$ cat config.mk
export PLATFORM = sky130hd
export DESIGN_NAME = wb_arbiter_2m
export DESIGN_NICKNAME = d
export VERILOG_FILES = /design/src/rtl/wb_arbiter_2m.sv
export SDC_FILE = /design/constraint.sdc
export NUM_CORES = 1
export LEC_CHECK = 0
export BUFFER_PORTS_ARGS = -buffer_cell sky130_fd_sc_hd__buf_2
export CAP_MARGIN = 15
export CORE_AREA = 10 10 113 115
export CTS_BUF_LIST = sky130_fd_sc_hd__clkbuf_8
export DETAILED_ROUTE_END_ITERATION = 8
export DIE_AREA = 0 0 123 125
export GPL_TIMING_DRIVEN = 0
export PLACE_DENSITY_LB_ADDON = 0.08
export SLEW_MARGIN = 5
export SYNTH_ARGS = -nofsm -noshare
export SYNTH_HDL_FRONTEND = slang
export SYNTH_SLANG_ARGS = --single-unit
$ cat constraint.sdc
create_clock -name clk -period 1.75 [get_ports clk]
set_clock_uncertainty 0.2 [all_clocks]
set_input_delay 0.0875 -clock clk [delete_from_list [all_inputs] [get_ports clk]]
set_output_delay 0.0875 -clock clk [all_outputs]
set_load 0.01 [all_outputs]
$ cat src/rtl/wb_arbiter_2m.sv
// Two-master to one-slave Wishbone classic arbiter with a per-transfer wait timeout.
// Optional round-robin tie-break when WB_ARB_ROUND_ROBIN_EN is defined; fixed priority (m1 wins) otherwise.
module wb_arbiter_2m #(
    parameter int ADDR_WIDTH     = 32,
    parameter int DATA_WIDTH     = 32,
    parameter int TIMEOUT_CYCLES = 255
) (
    input  logic                    clk,
    input  logic                    reset,

    input  logic                    m0_cyc_i,
    input  logic                    m0_stb_i,
    input  logic                    m0_we_i,
    input  logic [ADDR_WIDTH-1:0]   m0_adr_i,
    input  logic [DATA_WIDTH-1:0]   m0_dat_i,
    input  logic [DATA_WIDTH/8-1:0] m0_sel_i,
    output logic                    m0_ack_o,
    output logic                    m0_err_o,
    output logic [DATA_WIDTH-1:0]   m0_dat_o,

    input  logic                    m1_cyc_i,
    input  logic                    m1_stb_i,
    input  logic                    m1_we_i,
    input  logic [ADDR_WIDTH-1:0]   m1_adr_i,
    input  logic [DATA_WIDTH-1:0]   m1_dat_i,
    input  logic [DATA_WIDTH/8-1:0] m1_sel_i,
    output logic                    m1_ack_o,
    output logic                    m1_err_o,
    output logic [DATA_WIDTH-1:0]   m1_dat_o,

    output logic                    s_cyc_o,
    output logic                    s_stb_o,
    output logic                    s_we_o,
    output logic [ADDR_WIDTH-1:0]   s_adr_o,
    output logic [DATA_WIDTH-1:0]   s_dat_o,
    output logic [DATA_WIDTH/8-1:0] s_sel_o,
    input  logic                    s_ack_i,
    input  logic [DATA_WIDTH-1:0]   s_dat_i
);

    localparam bit TIMEOUT_EN = (TIMEOUT_CYCLES > 0);
    localparam int CNT_W      = TIMEOUT_EN ? $clog2(TIMEOUT_CYCLES + 1) : 1;
    localparam logic [CNT_W-1:0] CNT_LAST = TIMEOUT_EN ? CNT_W'(TIMEOUT_CYCLES - 1) : '0;

    typedef enum logic [1:0] {
        IDLE,
        GRANT_M0,
        GRANT_M1
    } state_e;

    typedef enum logic {
        M0,
        M1
    } master_e;

    state_e           state_q, state_d;
    master_e          last_grant_q, last_grant_d;
    logic [CNT_W-1:0] cnt_q, cnt_d;

    logic own_cyc;
    logic own_stb;
    logic timeout_hit;

    // A strobe without cyc is not a request, so it never counts as a wait.
    always_comb begin
        // NOTE: every signal gets a default before the case so no path leaves it unassigned (no latches).
        own_cyc = 1'b0;
        own_stb = 1'b0;
        unique case (state_q)
            GRANT_M0: begin
                own_cyc = m0_cyc_i;
                own_stb = m0_cyc_i & m0_stb_i;
            end
            GRANT_M1: begin
                own_cyc = m1_cyc_i;
                own_stb = m1_cyc_i & m1_stb_i;
            end
            default: ;
        endcase
    end

    assign timeout_hit = TIMEOUT_EN && own_stb && !s_ack_i && (cnt_q == CNT_LAST);

    always_comb begin
        state_d      = state_q;
        last_grant_d = last_grant_q;
        cnt_d        = cnt_q;
        unique case (state_q)
            IDLE: begin
                cnt_d = '0;
                if (m0_cyc_i && m1_cyc_i) begin
`ifdef WB_ARB_ROUND_ROBIN_EN
                    if (last_grant_q == M0) begin
                        state_d      = GRANT_M1;
                        last_grant_d = M1;
                    end else begin
                        state_d      = GRANT_M0;
                        last_grant_d = M0;
                    end
`else
                    state_d      = GRANT_M1;
                    last_grant_d = M1;
`endif
                end else if (m1_cyc_i) begin
                    state_d      = GRANT_M1;
                    last_grant_d = M1;
                end else if (m0_cyc_i) begin
                    state_d      = GRANT_M0;
                    last_grant_d = M0;
                end
            end
            GRANT_M0, GRANT_M1: begin
                // An ack always beats a coincident timeout; the hit term already excludes it.
                if (!own_cyc || timeout_hit) begin
                    state_d = IDLE;
                    cnt_d   = '0;
                end else if (s_ack_i) begin
                    cnt_d = '0;
                end else if (own_stb && TIMEOUT_EN) begin
                    cnt_d = cnt_q + CNT_W'(1);
                end
            end
            default: begin
                state_d = IDLE;
                cnt_d   = '0;
            end
        endcase
    end

    always_ff @(posedge clk) begin
        if (!reset) begin
            // NOTE: non-blocking assignments keep all state updates simultaneous at the edge.
            state_q      <= IDLE;
            last_grant_q <= M0;
            cnt_q        <= '0;
        end else begin
            state_q      <= state_d;
            last_grant_q <= last_grant_d;
            cnt_q        <= cnt_d;
        end
    end

    // Slave and master-return muxes; only the current owner sees ack, err and read data.
    always_comb begin
        s_cyc_o  = 1'b0;
        s_stb_o  = 1'b0;
        s_we_o   = 1'b0;
        s_adr_o  = '0;
        s_dat_o  = '0;
        s_sel_o  = '0;
        m0_ack_o = 1'b0;
        m0_err_o = 1'b0;
        m0_dat_o = '0;
        m1_ack_o = 1'b0;
        m1_err_o = 1'b0;
        m1_dat_o = '0;
        unique case (state_q)
            GRANT_M0: begin
                s_cyc_o  = m0_cyc_i;
                s_stb_o  = m0_cyc_i & m0_stb_i;
                s_we_o   = m0_we_i;
                s_adr_o  = m0_adr_i;
                s_dat_o  = m0_dat_i;
                s_sel_o  = m0_sel_i;
                m0_ack_o = s_ack_i;
                m0_dat_o = s_dat_i;
                m0_err_o = timeout_hit;
            end
            GRANT_M1: begin
                s_cyc_o  = m1_cyc_i;
                s_stb_o  = m1_cyc_i & m1_stb_i;
                s_we_o   = m1_we_i;
                s_adr_o  = m1_adr_i;
                s_dat_o  = m1_dat_i;
                s_sel_o  = m1_sel_i;
                m1_ack_o = s_ack_i;
                m1_dat_o = s_dat_i;
                m1_err_o = timeout_hit;
            end
            default: ;
        endcase
    end

endmodule

# Word level (Yosys, flattened, before mapping)
# Cells that the tools add are included.
word_totals:
  output_inout_bits: 139
  register_bits: 10
  elab_cells: 39
  input_bits: 177
classes:
  bitwise_logic: 4
  eq_ne: 5
  reduce_logical: 10
  addsub: 1
  n_mux: 17
ops:
  columns: ["cell", "count"]
  rows:
  - ["one-hot mux 32 bit (2 select lines)", 2]
  - ["two-way mux 32 bit", 2]
  - ["adder 8 x 1 -> 8 bit (second input constant)", 1]
  - ["== test 8 bit (second input constant)", 1]
  - ["two-way mux 2 bit", 4]
  - ["one-hot mux 4 bit (2 select lines)", 1]
  - ["one-hot mux 1 bit (2 select lines)", 3]
  - ["two-way mux 1 bit", 4]
  - ["inequality test 4 bit (second input constant)", 1]
  - ["one-hot mux 2 bit (2 select lines)", 1]
  - ["OR reduction 4 bit", 1]
  - ["logical AND 1 bit", 3]
  - ["bitwise AND 1 bit", 2]
  - ["== test 2 x 1 -> 1 bit (second input constant)", 1]
  - ["== test 2 bit (second input constant)", 1]
  - ["logical NOT 1 bit", 2]
  - ["logical NOT 2 bit", 1]
  - ["inequality test 2 bit (second input constant)", 1]
  - ["NOT 1 bit", 2]
  - ["AND reduction 2 bit", 1]
  - ["OR reduction 2 bit", 1]
  - ["logical OR 1 bit", 1]

# Logic depth before layout (Yosys ltp)
# Gate-level depths: netlist (run 1).
depth:
  ltp_word: 7
  ltp_mapped: 7
  depth_no_buf: 6

# Least setup slack after synthesis (run 1)
# Ideal clock, no wire load.
synth_timing:
  path_kind: "register to register"
  start: "reg state_q[0]"
  end: "reg cnt_q[1]"
  slack_ns: -0.115
  synth_period_minus_slack_ns: 1.865
  required_ns: 1.424
  arrival_time_ns: 1.540
  stages_incl_launch_ff: 8
  setup_time_ns: 0.126
  path_cell_list: "dfxtp_1 > inv_1 > ha_1 > buf_6 > nand4_4 > a211oi_4 > or2_1 > a211oi_2"
synth_via:
  elab_chain_len: 6
  word_cells_on_any_way: 11
  classes_between: "2 x eq/ne; 2 x mux; 1 x bitwise; 6 x reduce/logical"
synth_rtl:
  columns: ["element", "line", "text"]
  rows:
  - ["start: declaration", "56", "state_e state_q, state_d;"]
  - ["start signal: assignment", "137", "state_q <= state_d;"]
  - ["== test 2 bit or == test 2 x 1 -> 1 bit (tied branches)", "69, 88", null]
  - ["one-hot mux 1 bit (2 select lines)", "69", "unique case (state_q)"]
  - ["logical AND 1 bit (2 in a row)", "82", "assign timeout_hit = TIMEOUT_EN && own_stb && !s_ack_i && (cnt_q == CNT_LAST);"]
  - ["logical OR 1 bit", "114", "if (!own_cyc || timeout_hit) begin"]
  - ["OR reduction 4 bit (no source line)", null, null]
  - ["end signal: assignment", "139", "cnt_q <= cnt_d;"]
  - ["end: declaration", "58", "logic [CNT_W-1:0] cnt_q, cnt_d;"]
# Several ways; a longest one is shown, not always the timed one.
# A chain may end at the register's enable or synchronous reset.

# Worst setup path after layout (run 1)
layout_timing:
  start: "reg state_q[0]"
  end: "out m0_err_o"
layout_via:
  elab_chain_len: 5
  word_cells_on_any_way: 6
  classes_between: "2 x eq/ne; 2 x mux; 2 x reduce/logical"
layout_rtl:
  columns: ["element", "line", "text"]
  rows:
  - ["== test 2 bit or == test 2 x 1 -> 1 bit (tied branches)", "69, 157", null]
  - ["one-hot mux 1 bit (2 select lines)", "69", null]
  - ["logical AND 1 bit (2 in a row)", "82", null]
  - ["two-way mux 1 bit (*)", "157", "unique case (state_q)"]
  - ["end: declaration", "18", "output logic m0_err_o,"]
# Every way passes the cells marked *; elsewhere a longest branch is shown, timed or not.

==> out/results.md, run 1 <==
| Stage | Result | Value |
| --- | --- | --- |
| yosys | Synth Warn # | 0 |
| floorplanning | DIE AREA | 0.0154 mm2 |
| outcome | Violated checks | negative setup slack |
| placement | Post-detailed-placement half-perimeter wirelength | 12,600 um |
| placement | Gp weighted congestion | 0.899 |
| pwr | Post-route total power | 2.26 mW |
| final layout | Most frequent standard cell in the layout excluding fill and tap cells | sky130_fd_sc_hd__buf_2 |
| clock network | Clock root buffer | sky130_fd_sc_hd__clkbuf_8 |
| timing | Final setup violation count | 148 |
| global routing | Via count of the first global-routing pass | 4,093 |
| clock network | TritonCTS clock tree | built |
| clock network | CTS sink cnt | 10 |
| timing | Unrepaired setup endpoints after global routing | yes |
| detailed routing | First-pass DRT Iterations | 4 |
| final layout | Commonest cells after routing, fill and taps aside | sky130_fd_sc_hd__buf_2 (242), sky130_fd_sc_hd__buf_6 (86), sky130_fd_sc_hd__and2_4 (64) |
| final layout | Relative area change from synthesis to final layout | 183% |
| detailed routing | Remaining DRCs | 0 |
| timing | Total count of max-transition violations in the final report | 0 |
| placement | Post-Place Cells | 763 |
| floorplanning | Core area | 0.0106 mm2 |
| detailed routing | Final antenna-violating net count | 0 |
| placement | Minimum setup slack after placement | -602 ps |
| clock network | Clock tree buffer depth | 2 |
| placement | Number of input and output port buffers inserted | 315 |
| final layout | Ratio of cells with drive above 1 in the final layout | 0.815 |
| timing | Post-route worst setup slack | -271 ps |
| detailed routing | Number of violations reported at the end of detailed-routing iteration 0 | 162 |
| detailed routing | Via total after detailed routing | 3,798 |
| pwr | VDD IR max | 233 uV |
| pwr | Leak Pwr | 2.84 nW |
| timing | Setup TNS | -20,200 ps |
| worst setup path | Kind of end point of the critical path | output port |
| timing | Worst rel slew slack | 0.742 |
| floorplanning | Number of core rows | 38 |
| worst setup path | Arrival time of data at the critical path endpoint | 1730 ps |
| outcome | Result of the run | complete, but fails checks |
| hold path | Class of the tightest hold or removal check | input pin to flop |
| worst setup path | Kind of critical path | flop to output port |
| floorplanning | Die extent in x | 123 um |
| detailed routing | DR WL/cell | 20.9 um |
| pwr | Areal power density over the cells | 372 mW/mm2 |
| clock network | Clock latency of the later-clocked register in the worst-skew pair | 240 ps |
| timing | Actual transition at the worst max-transition pin | 387 ps |
| worst setup path | CP Launch Type | flop |
| yosys | Post-synthesis cell area | 0.00215 mm2 |
| timing | Maximum clock frequency | 495 MHz |
| yosys | FF+latch count, synth | 10 |
| detailed routing | WL final | 17,000 um |
| yosys | Post-Synthesis Net Count | 490 |
| final layout | Multi-input combinational cell area | 0.00237 mm2 |
| final layout | Nets@finish | 857 |
| worst setup path | Worst path required time | 1460 ps |
| worst setup path | Critical path fanouts, max | 6 |
| final layout | Diode count | 0 |
| detailed routing | Routed via count divided by cell count | 4.67 |
| clock network | TritonCTS buffer count | 3 |
| global routing | First-pass GRT wire length | 23,000 um |
| job | Max-capacitance violation count | 0 |
| clock network | Clock transition at the registers of the reported paths | 50 ps |
| final layout | Total of fill cells in the finished design | 972 |
| yosys | Cells after Synth | 308 |
| final layout | Final std cells w/o fill | 814 |
| timing | Hold Vio Cnt, Final | 0 |
| global routing | Total grt overflow | 0 |
| global routing | Global-route total usage across every layer | 0.185 |
| global routing | Largest net degree at the start of global routing | 11 |
| clock network | Total number of H-tree levels | 1 |
| yosys | Average footprint of a synthesized cell | 6.98 um2 |
| global routing | Antenna violations before repair | 0 |
| timing | Min cycle time layout | 2020 ps |
| yosys | Sequential share of the synthesized area | 0.0931 |
| final layout | Sequential cell area | 209 um2 |
| floorplanning | Chip Height | 125 um |
| floorplanning | Starting Density | 0.203 |
| timing | Worst hold-check slack | 32.3 ps |
| floorplanning | Top Ports | 316 |
| timing | Post-route fraction of the period consumed by the critical path | 1.15 |
| yosys | Number of distinct library cells after synthesis | 33 |
-- worst max-delay path, cell delays in order, from the launching register on --
cell and delay (ps):
sky130_fd_sc_hd__dfxtp_4 350, sky130_fd_sc_hd__inv_4 50, sky130_fd_sc_hd__ha_4 330, sky130_fd_sc_hd__nand4_4 120, sky130_fd_sc_hd__a211oi_4 260, sky130_fd_sc_hd__buf_6 150, sky130_fd_sc_hd__and2_4 140, sky130_fd_sc_hd__buf_6 100
-- stage by stage --
step	util	cell area (um2)
floorplan	-	2170
global placement	0.370	3920
detailed placement	0.370	3920
CTS	0.471	5000
global route	0.573	6070
finish	0.573	6070
-- final timing paths --
path | slack [ps] | cells after the start | startpoint | end
setup / recovery | -270 | 7 | state_q[0]$_SDFFE_PN0P_ | m0_err_o
hold / removal | 30 | 4 | m1_cyc_i | state_q[0]$_SDFFE_PN0P_
setup reg to reg | -220 | 8 | state_q[0]$_SDFFE_PN0P_ | cnt_q[6]$_SDFFE_PP0N_
hold reg to reg | 350 | 2 | cnt_q[4]$_SDFFE_PP0N_ | cnt_q[4]$_SDFFE_PP0N_
-- cells by family after synthesis --
logic type      synth area share
compound gates             0.305
xor+xnor                  0.0163
fa+ha+maj                 0.0291
buf+inv                   0.0739
flops                     0.0931
simple gates               0.483
-- state kept, by name, summed over array words and instances, names as in the netlist --
register,cells
cnt_q,8
state_q,2
-- per-layer routing --
layer	share of wire	vias up	routed length, um	track usage
li1	-	1813	-	-
met1	0.34	1770	5740	0.180
met2	0.54	204	9240	0.366
met3	0.11	11	1870	0.0702
met4	0.011	0	181	0.0164
met5	0	-	0	0
-- cell usage after synthesis, drive strengths merged --
cell    number  area share
a22oi       69        0.24
nor2b       69        0.20
and2        68        0.20
clkbuf      21       0.037
buf         11       0.029
dfxtp       10       0.093
nand2       10       0.017
nor2         7       0.013
a21oi        5       0.013
ha           5       0.029
inv          5      0.0087
xnor2        4       0.016
a211oi       3       0.019
nand3        3      0.0070
nand4        3       0.023
a21boi       2      0.0070
nand4b       2      0.0082
or3          2      0.0058
a22o         1      0.0041
a311oi       1      0.0041
a31oi        1      0.0029
nand2b       1      0.0029
nor3b        1      0.0035
o211ai       1      0.0035
o21ba        1      0.0047
o31ai        1      0.0058
or2          1      0.0029
-- timing repair --
item	in CTS	in global routing
resized for setup	185	199
pin swaps	57	22
endpoints found under the setup margin	149	149
cloned	8	12
buffers inserted	23	9
hold buffers	2	0
hold endpoints to repair	2	0
-- final cells by class --
class,count,area share
Buffer,29,0.0711
Clock buffer,4,0.00906
Inverter,5,0.00391
Multi-Input combinational cell,261,0.391
Sequential cell,10,0.0344
Tap cell,140,0.0288
Timing Repair Buffer,365,0.462
-- power by group --
group          internal (mW)  switching [mW]
Clock                  0.198          0.0957
Combinational           1.03           0.704
Sequential             0.232         0.00432
Note: power is estimated with default switching activity, not from simulation.
==> inputs of run 2 (changes only) <==
CORE_AREA = 10 10 114 116   (was 10 10 113 115)
CTS_BUF_LIST = sky130_fd_sc_hd__clkbuf_8 sky130_fd_sc_hd__clkbuf_16   (was sky130_fd_sc_hd__clkbuf_8)
DIE_AREA = 0 0 124 126   (was 0 0 123 125)
clock period = 2.25 ns   (was 1.75 ns; I/O delays follow)
==> run 2 against run 1 <==
  * The flow now finishes without violations
  * Power shrank 49%
  * Combinational power decreased by 55%
  * First-iteration DRC count shrank 1.9%
  * Register-to-register slack improved by 370 ps
  * Count of clock-buffer cells in the layout is 1 lower
  * Non-clock buffer count is 42 lower
  * Via count shrank 8.7%
  * Sequential power is 22% lower
  * Critical endpoint is now m1_err_o
==> out/results.md, run 2 (synthesis gave the netlist of run 1 again) <==
| Stage | Result | Value |
| --- | --- | --- |
| outcome | Result of the run | finished clean |
| floorplanning | Core area | 0.0107 mm2 |
| global routing | Total grt overflow | 0 |
| detailed routing | Number of violations reported at the end of detailed-routing iteration 0 | 159 |
| timing | Hold Vio Cnt, Final | 0 |
| placement | Post-placement cell area | 0.00390 mm2 |
| worst setup path | Critical path fanouts, max | 10 |
| worst setup path | Kind of end point of the critical path | output port |
| pwr | Areal power density over the cells | 283 mW/mm2 |
| clock network | TritonCTS clock tree | built |
| clock network | Clock latency of the later-clocked register in the worst-skew pair | 240 ps |
| final layout | Registers with the most flip-flops | cnt_q: 8 flops, state_q: 2 flops |
| final layout | Post-layout util | 0.381 |
| pwr | Combinational share of power | 0.679 |
| clock network | Clock root buffer | sky130_fd_sc_hd__clkbuf_8 |
| placement | Post-Place Cells | 763 |
| detailed routing | DR WL/cell | 19.5 um |
| timing | Worst rel slew slack | 0.716 |
| worst setup path | R2R Path Start | state_q[0]$_SDFFE_PN0P_ |
| final layout | Commonest cells after routing, fill and taps aside | sky130_fd_sc_hd__buf_2 (318), sky130_fd_sc_hd__nor2b_1 (69), sky130_fd_sc_hd__and2_1 (68) |
| clock network | Total number of H-tree levels | 1 |
| floorplanning | Die extent in x | 124 um |
| timing | Maximum clock frequency | 472 MHz |
| final layout | Nets@finish | 815 |
| clock network | Clock transition at the registers of the reported paths | 50 ps |
| hold path | Class of the tightest hold or removal check | input pin to flop |
| placement | Gp weighted congestion | 0.925 |
| final layout | Most frequent standard cell in the layout excluding fill and tap cells | sky130_fd_sc_hd__buf_2 |
| worst setup path | Flop-to-flop setup slack | 150 ps |
| detailed routing | Via total after detailed routing | 3,469 |
| timing | Total count of max-transition violations in the final report | 0 |
| timing | Worst hold-check slack | 56.1 ps |
| final layout | Max reg flops | 8 |
| final layout | Register with the most flip-flops | cnt_q |
| final layout | Ratio of cells with drive above 1 in the final layout | 0.572 |
| global routing | First-pass GRT wire length | 21,300 um |
| final layout | Total of fill cells in the finished design | 1,168 |
| worst setup path | Worst path required time | 1940 ps |
| pwr | Sequential fraction of design power | 0.160 |
| clock network | TritonCTS buffer count | 3 |
| worst setup path | Arrival time of data at the critical path endpoint | 1810 ps |
| timing | Unrepaired setup endpoints after global routing | no |
| floorplanning | Number of core rows | 38 |
| floorplanning | Top Ports | 316 |
| clock network | Clock tree buffer depth | 2 |
| detailed routing | WL final | 15,000 um |
| worst setup path | RR Endpoint | cnt_q[3]$_SDFFE_PP0N_ |
| detailed routing | Final antenna-violating net count | 0 |
| pwr | Post-route total power | 1.15 mW |
| global routing | Via count of the first global-routing pass | 3,699 |
| pwr | VDD IR max | 164 uV |
| clock network | CTS sink cnt | 10 |
| global routing | Global-route total usage across every layer | 0.172 |
| pwr | Sw Pwr | 0.466 mW |
| worst setup path | CP Launch Type | flop |
| final layout | Final std cells w/o fill | 771 |
| detailed routing | Routed via count divided by cell count | 4.50 |
| pwr | Net switching fraction of the power | 0.405 |
| global routing | Largest net degree at the start of global routing | 11 |
| placement | Post-detailed-placement half-perimeter wirelength | 13,200 um |
| pwr | Leak Pwr | 2.20 nW |
| worst setup path | Kind of critical path | flop to output port |
| floorplanning | DIE AREA | 0.0156 mm2 |
| final layout | Final design area excluding fillers | 0.00407 mm2 |
| placement | Number of input and output port buffers inserted | 315 |
| floorplanning | Chip Height | 126 um |
| hold path | Number of stages on the worst hold path | 4 |
| worst setup path | Logic depth of the worst register-to-register path | 8 |
| timing | Final setup violation count | 0 |
| detailed routing | Remaining DRCs | 0 |
| timing | Min cycle time layout | 2120 ps |
| timing | Post-route fraction of the period consumed by the critical path | 0.941 |
| floorplanning | Starting Density | 0.201 |
| global routing | Antenna violations before repair | 0 |
| timing | Actual transition at the worst max-transition pin | 426 ps |
| pwr | Power Internal | 0.685 mW |
| job | Max-capacitance violation count | 0 |
| detailed routing | First-pass DRT Iterations | 4 |
| hold path | Hold Path Sink | state_q[0]$_SDFFE_PN0P_ |
| pwr | Relative contribution of the clock network to total power | 0.161 |
| hold path | Min-Delay Startpoint | m1_cyc_i |
| final layout | Diode count | 0 |
| final layout | Relative area change from synthesis to final layout | 89.4% |
[run 2: changes by cell type in the layout (fill, tap and decap cells not counted), sizes merged]
cell	previous run	this run
clkbuf	22	28
buf	374	325
[run 2: cell type report]
type                       count  area, um2  area share
sequential                    10        203      0.0498
clock buffer                   3       41.3      0.0101
timing repair buffer         320       1620       0.398
buffer                        32        194      0.0476
multi-input combinational    261       1820       0.447
tap                          140        175      0.0430
inverter                       5       18.8     0.00461
[run 2: metrics by stage]
| step | setup slack, ps | setup TNS, ps |
|---|---|---|
| 6_report | 132 | 0 |
| 5_1_grt | 3.63 | 0 |
| 4_1_cts | 12.7 | 0 |
| 3_5_place_dp | -158 | -687 |
| 3_3_place_gp | -31.1 | -75.9 |
| 2_1_floorplan | 385 | 0 |
[run 2: per-layer routing]
metal | GRT usage | vias to the layer above | part of all wire
met3 | 0.0751 | 10 | 0.13
li1 | - | 1723 | -
met1 | 0.165 | 1532 | 0.35
met4 | 0.0251 | 0 | 0.010
met2 | 0.331 | 204 | 0.52
met5 | 0 | - | 0
[run 2: critical path, cell delays in order, from the launching register on]
cell                       delay, ps
sky130_fd_sc_hd__dfxtp_2         350
sky130_fd_sc_hd__inv_1            60
sky130_fd_sc_hd__ha_1            280
sky130_fd_sc_hd__buf_6           160
sky130_fd_sc_hd__nand4_4         150
sky130_fd_sc_hd__a211oi_4        300
sky130_fd_sc_hd__and2_1          150
sky130_fd_sc_hd__buf_2           120
[run 2: worst max-delay path by stage]
stage                     slack [ps]                    end                    start  cells after the start
after floorplan                  380  cnt_q[1]$_SDFFE_PP0N_  state_q[0]$_SDFFE_PN0P_                      7
after global placement           -30            s_dat_o[25]  state_q[0]$_SDFFE_PN0P_                      8
after detailed placement        -160            s_dat_o[29]  state_q[0]$_SDFFE_PN0P_                      8
after CTS                         10           m0_dat_o[14]  state_q[1]$_SDFFE_PN0P_                      7
after global routing               4               m0_err_o  state_q[0]$_SDFFE_PN0P_                      7
final                            130               m1_err_o  state_q[0]$_SDFFE_PN0P_                      7
[run 2: power by group through the flow]
| stage | Sequential (mW) | Combinational (mW) | Clock (mW) |
|---|---|---|---|
| floorplan | 0.186 | 0.390 | 0 |
| global route | 0.185 | 0.866 | 0.204 |
| global placement | 0.187 | 0.752 | 0 |
| detailed placement | 0.187 | 0.762 | 0 |
| CTS | 0.184 | 0.783 | 0.192 |
| finish | 0.185 | 0.781 | 0.185 |
[run 2: what timing repair did]
action | in CTS | in global routing
hold endpoints to repair | 2 | 0
hold buffers | 2 | 0
pin swaps | 1 | 2
setup buffers | 1 | 2
resized for setup | 14 | 30
gates cloned | 0 | 0
endpoints found under the setup margin | 48 | 126
==> inputs of run 3 (changes only) <==
BUFFER_PORTS_ARGS = -buffer_cell sky130_fd_sc_hd__buf_4   (was -buffer_cell sky130_fd_sc_hd__buf_2)
==> run 3 against run 2 <==
  * Worst hold slack worse by 34 ps
  * Sequential cell count stayed put
  * Routed wire length up 6.2%
  * Global-route usage grew 0.91 points
  * Die area is the same
  * Sequential power is essentially flat
  * Cell count is 0.39% higher
  * Largest cell class is now non-clock buffers
  * Highest routed layer unchanged
==> out/results.md, run 3 (synthesis gave the netlist of run 1 again) <==
| Stage | Result | Value |
| --- | --- | --- |
| outcome | Result of the run | finished clean |
| clock network | Clock latency of the later-clocked register in the worst-skew pair | 240 ps |
| final layout | Registers with the most flip-flops | cnt_q: 8 flops, state_q: 2 flops |
| worst setup path | Worst path max stage delay | 360 ps |
| timing | Post-route fraction of the period consumed by the critical path | 0.955 |
| timing | Total count of max-transition violations in the final report | 0 |
| worst setup path | Kind of end point of the critical path | output port |
| worst setup path | Arrival time of data at the critical path endpoint | 1840 ps |
| job | Max-capacitance violation count | 0 |
| clock network | TritonCTS clock tree | built |
| hold path | Class of the tightest hold or removal check | input pin to flop |
| timing | Hold Vio Cnt, Final | 0 |
| placement | Post-detailed-placement half-perimeter wirelength | 13,900 um |
| timing | Min cycle time layout | 2150 ps |
| worst setup path | Critical path fanouts, max | 10 |
| global routing | First-pass GRT wire length | 22,200 um |
| floorplanning | Top Ports | 316 |
| timing | Setup TNS | 0 ps |
| global routing | Total grt overflow | 0 |
| floorplanning | Number of core rows | 38 |
| detailed routing | First-pass DRT Iterations | 4 |
| pwr | VDD IR max | 161 uV |
| timing | Worst rel slew slack | 0.704 |
| floorplanning | Chip Height | 126 um |
| detailed routing | WL final | 15,900 um |
| global routing | Largest net degree at the start of global routing | 11 |
| worst setup path | Critical-path top delay cell | sky130_fd_sc_hd__dfxtp_4 |
| final layout | Relative area change from synthesis to final layout | 127% |
| timing | Actual transition at the worst max-transition pin | 444 ps |
| final layout | Final design area excluding fillers | 0.00488 mm2 |
| pwr | Areal power density over the cells | 275 mW/mm2 |
| final layout | Register with the most flip-flops | cnt_q |
| clock network | TritonCTS buffer count | 3 |
| worst setup path | Logic depth of the worst register-to-register path | 8 |
| placement | Number of input and output port buffers inserted | 315 |
| final layout | Diode count | 0 |
| detailed routing | Number of violations reported at the end of detailed-routing iteration 0 | 148 |
| global routing | Via count of the first global-routing pass | 3,686 |
| clock network | CTS sink cnt | 10 |
| final layout | Commonest cells after routing, fill and taps aside | sky130_fd_sc_hd__buf_4 (324), sky130_fd_sc_hd__nor2b_1 (69), sky130_fd_sc_hd__and2_1 (68) |
| clock network | Clock tree buffer depth | 2 |
| timing | Maximum clock frequency | 465 MHz |
| worst setup path | Worst path required time | 1940 ps |
| timing | Final setup violation count | 0 |
| global routing | Global-route total usage across every layer | 0.181 |
| detailed routing | Via total after detailed routing | 3,524 |
| global routing | Antenna violations before repair | 0 |
| detailed routing | DR WL/cell | 20.6 um |
| clock network | Clock root buffer | sky130_fd_sc_hd__clkbuf_8 |
| hold path | Number of stages on the worst hold path | 4 |
| pwr | Leak Pwr | 2.36 nW |
| worst setup path | Critical Path, Cell by Cell | inv_1 -> ha_1 -> buf_6 -> nand4_4 -> a211oi_4 -> and2_1 -> buf_4 |
| floorplanning | DIE AREA | 0.0156 mm2 |
| final layout | Ratio of cells with drive above 1 in the final layout | 0.571 |
| placement | Gp weighted congestion | 0.908 |
| worst setup path | Kind of critical path | flop to output port |
| final layout | Most frequent standard cell in the layout excluding fill and tap cells | sky130_fd_sc_hd__buf_4 |
| clock network | Clock transition at the registers of the reported paths | 50 ps |
| timing | Worst hold-check slack | 21.7 ps |
| detailed routing | Routed via count divided by cell count | 4.55 |
| floorplanning | Starting Density | 0.201 |
| clock network | Total number of H-tree levels | 1 |
| final layout | Nets@finish | 817 |
| floorplanning | Die extent in x | 124 um |
| final layout | Max reg flops | 8 |
| detailed routing | Remaining DRCs | 0 |
| worst setup path | CP Launch Type | flop |
| floorplanning | Core area | 0.0107 mm2 |
| detailed routing | Final antenna-violating net count | 0 |
| placement | Post-placement cell area | 0.00469 mm2 |
-- run 3: per-stage QoR --
step	worst slack (ps)	util	total power, mW	std cells
floorplan	385	-	0.576	308
CTS	0.840	0.449	1.35	771
global route	-4.30	0.456	1.44	774
detailed placement	-107	0.438	1.10	763
global placement	-7.19	0.438	1.09	763
finish	101	0.456	1.34	774
-- run 3: cell type report --
cell class	count	area [um2]
inverters	5	18.8
clock buffers	4	55.1
plain buffers	32	184
fillers	1119	5820
multi-input cells	261	1820
flip-flops and latches	10	205
repair buffers	322	2420
well taps	140	175
-- run 3: routing by layer --
metal / up-vias / wire length [um] / track usage
met3: 8 / 2190 / 0.0831
met1: 1580 / 5160 / 0.175
met2: 212 / 8430 / 0.345
met5: - / 0 / 0
li1: 1724 / - / -
met4: 0 / 150 / 0.0264
-- run 3: worst max-delay path, delay by kind of cell (launching register included) --
family	cells	cell delay, ps
DFF	1	360
buffers and inverters	3	330
and+or+nand+nor	2	320
AOI/OAI and AO/OA	1	300
adders and majority gates	1	280
-- run 3: what timing repair did --
| item | CTS | global route |
|---|---|---|
| pin swaps | 1 | 2 |
| endpoints found under the hold margin | 2 | 0 |
| buffers inserted | 2 | 3 |
| resized for setup | 12 | 31 |
| hold buffers | 2 | 0 |
| cloned | 0 | 0 |
| endpoints found under the setup margin | 46 | 98 |
-- run 3: power by group --
group	switching [mW]	internal (mW)	leakage, nW
registers	0.00319	0.181	0.0819
logic	0.403	0.526	2.25
clock network	0.0761	0.154	0.0288
-- run 3: worst paths after layout --
check                                              from                 endpoint  slack [ps]
worst max register to register  state_q[0]$_SDFFE_PN0P_    cnt_q[6]$_SDFFE_PP0N_         170
worst max-delay path            state_q[0]$_SDFFE_PN0P_                 m1_err_o         100
worst min-delay path                           m1_cyc_i  state_q[0]$_SDFFE_PN0P_          20
worst min register to register  state_q[0]$_SDFFE_PN0P_  state_q[0]$_SDFFE_PN0P_         310
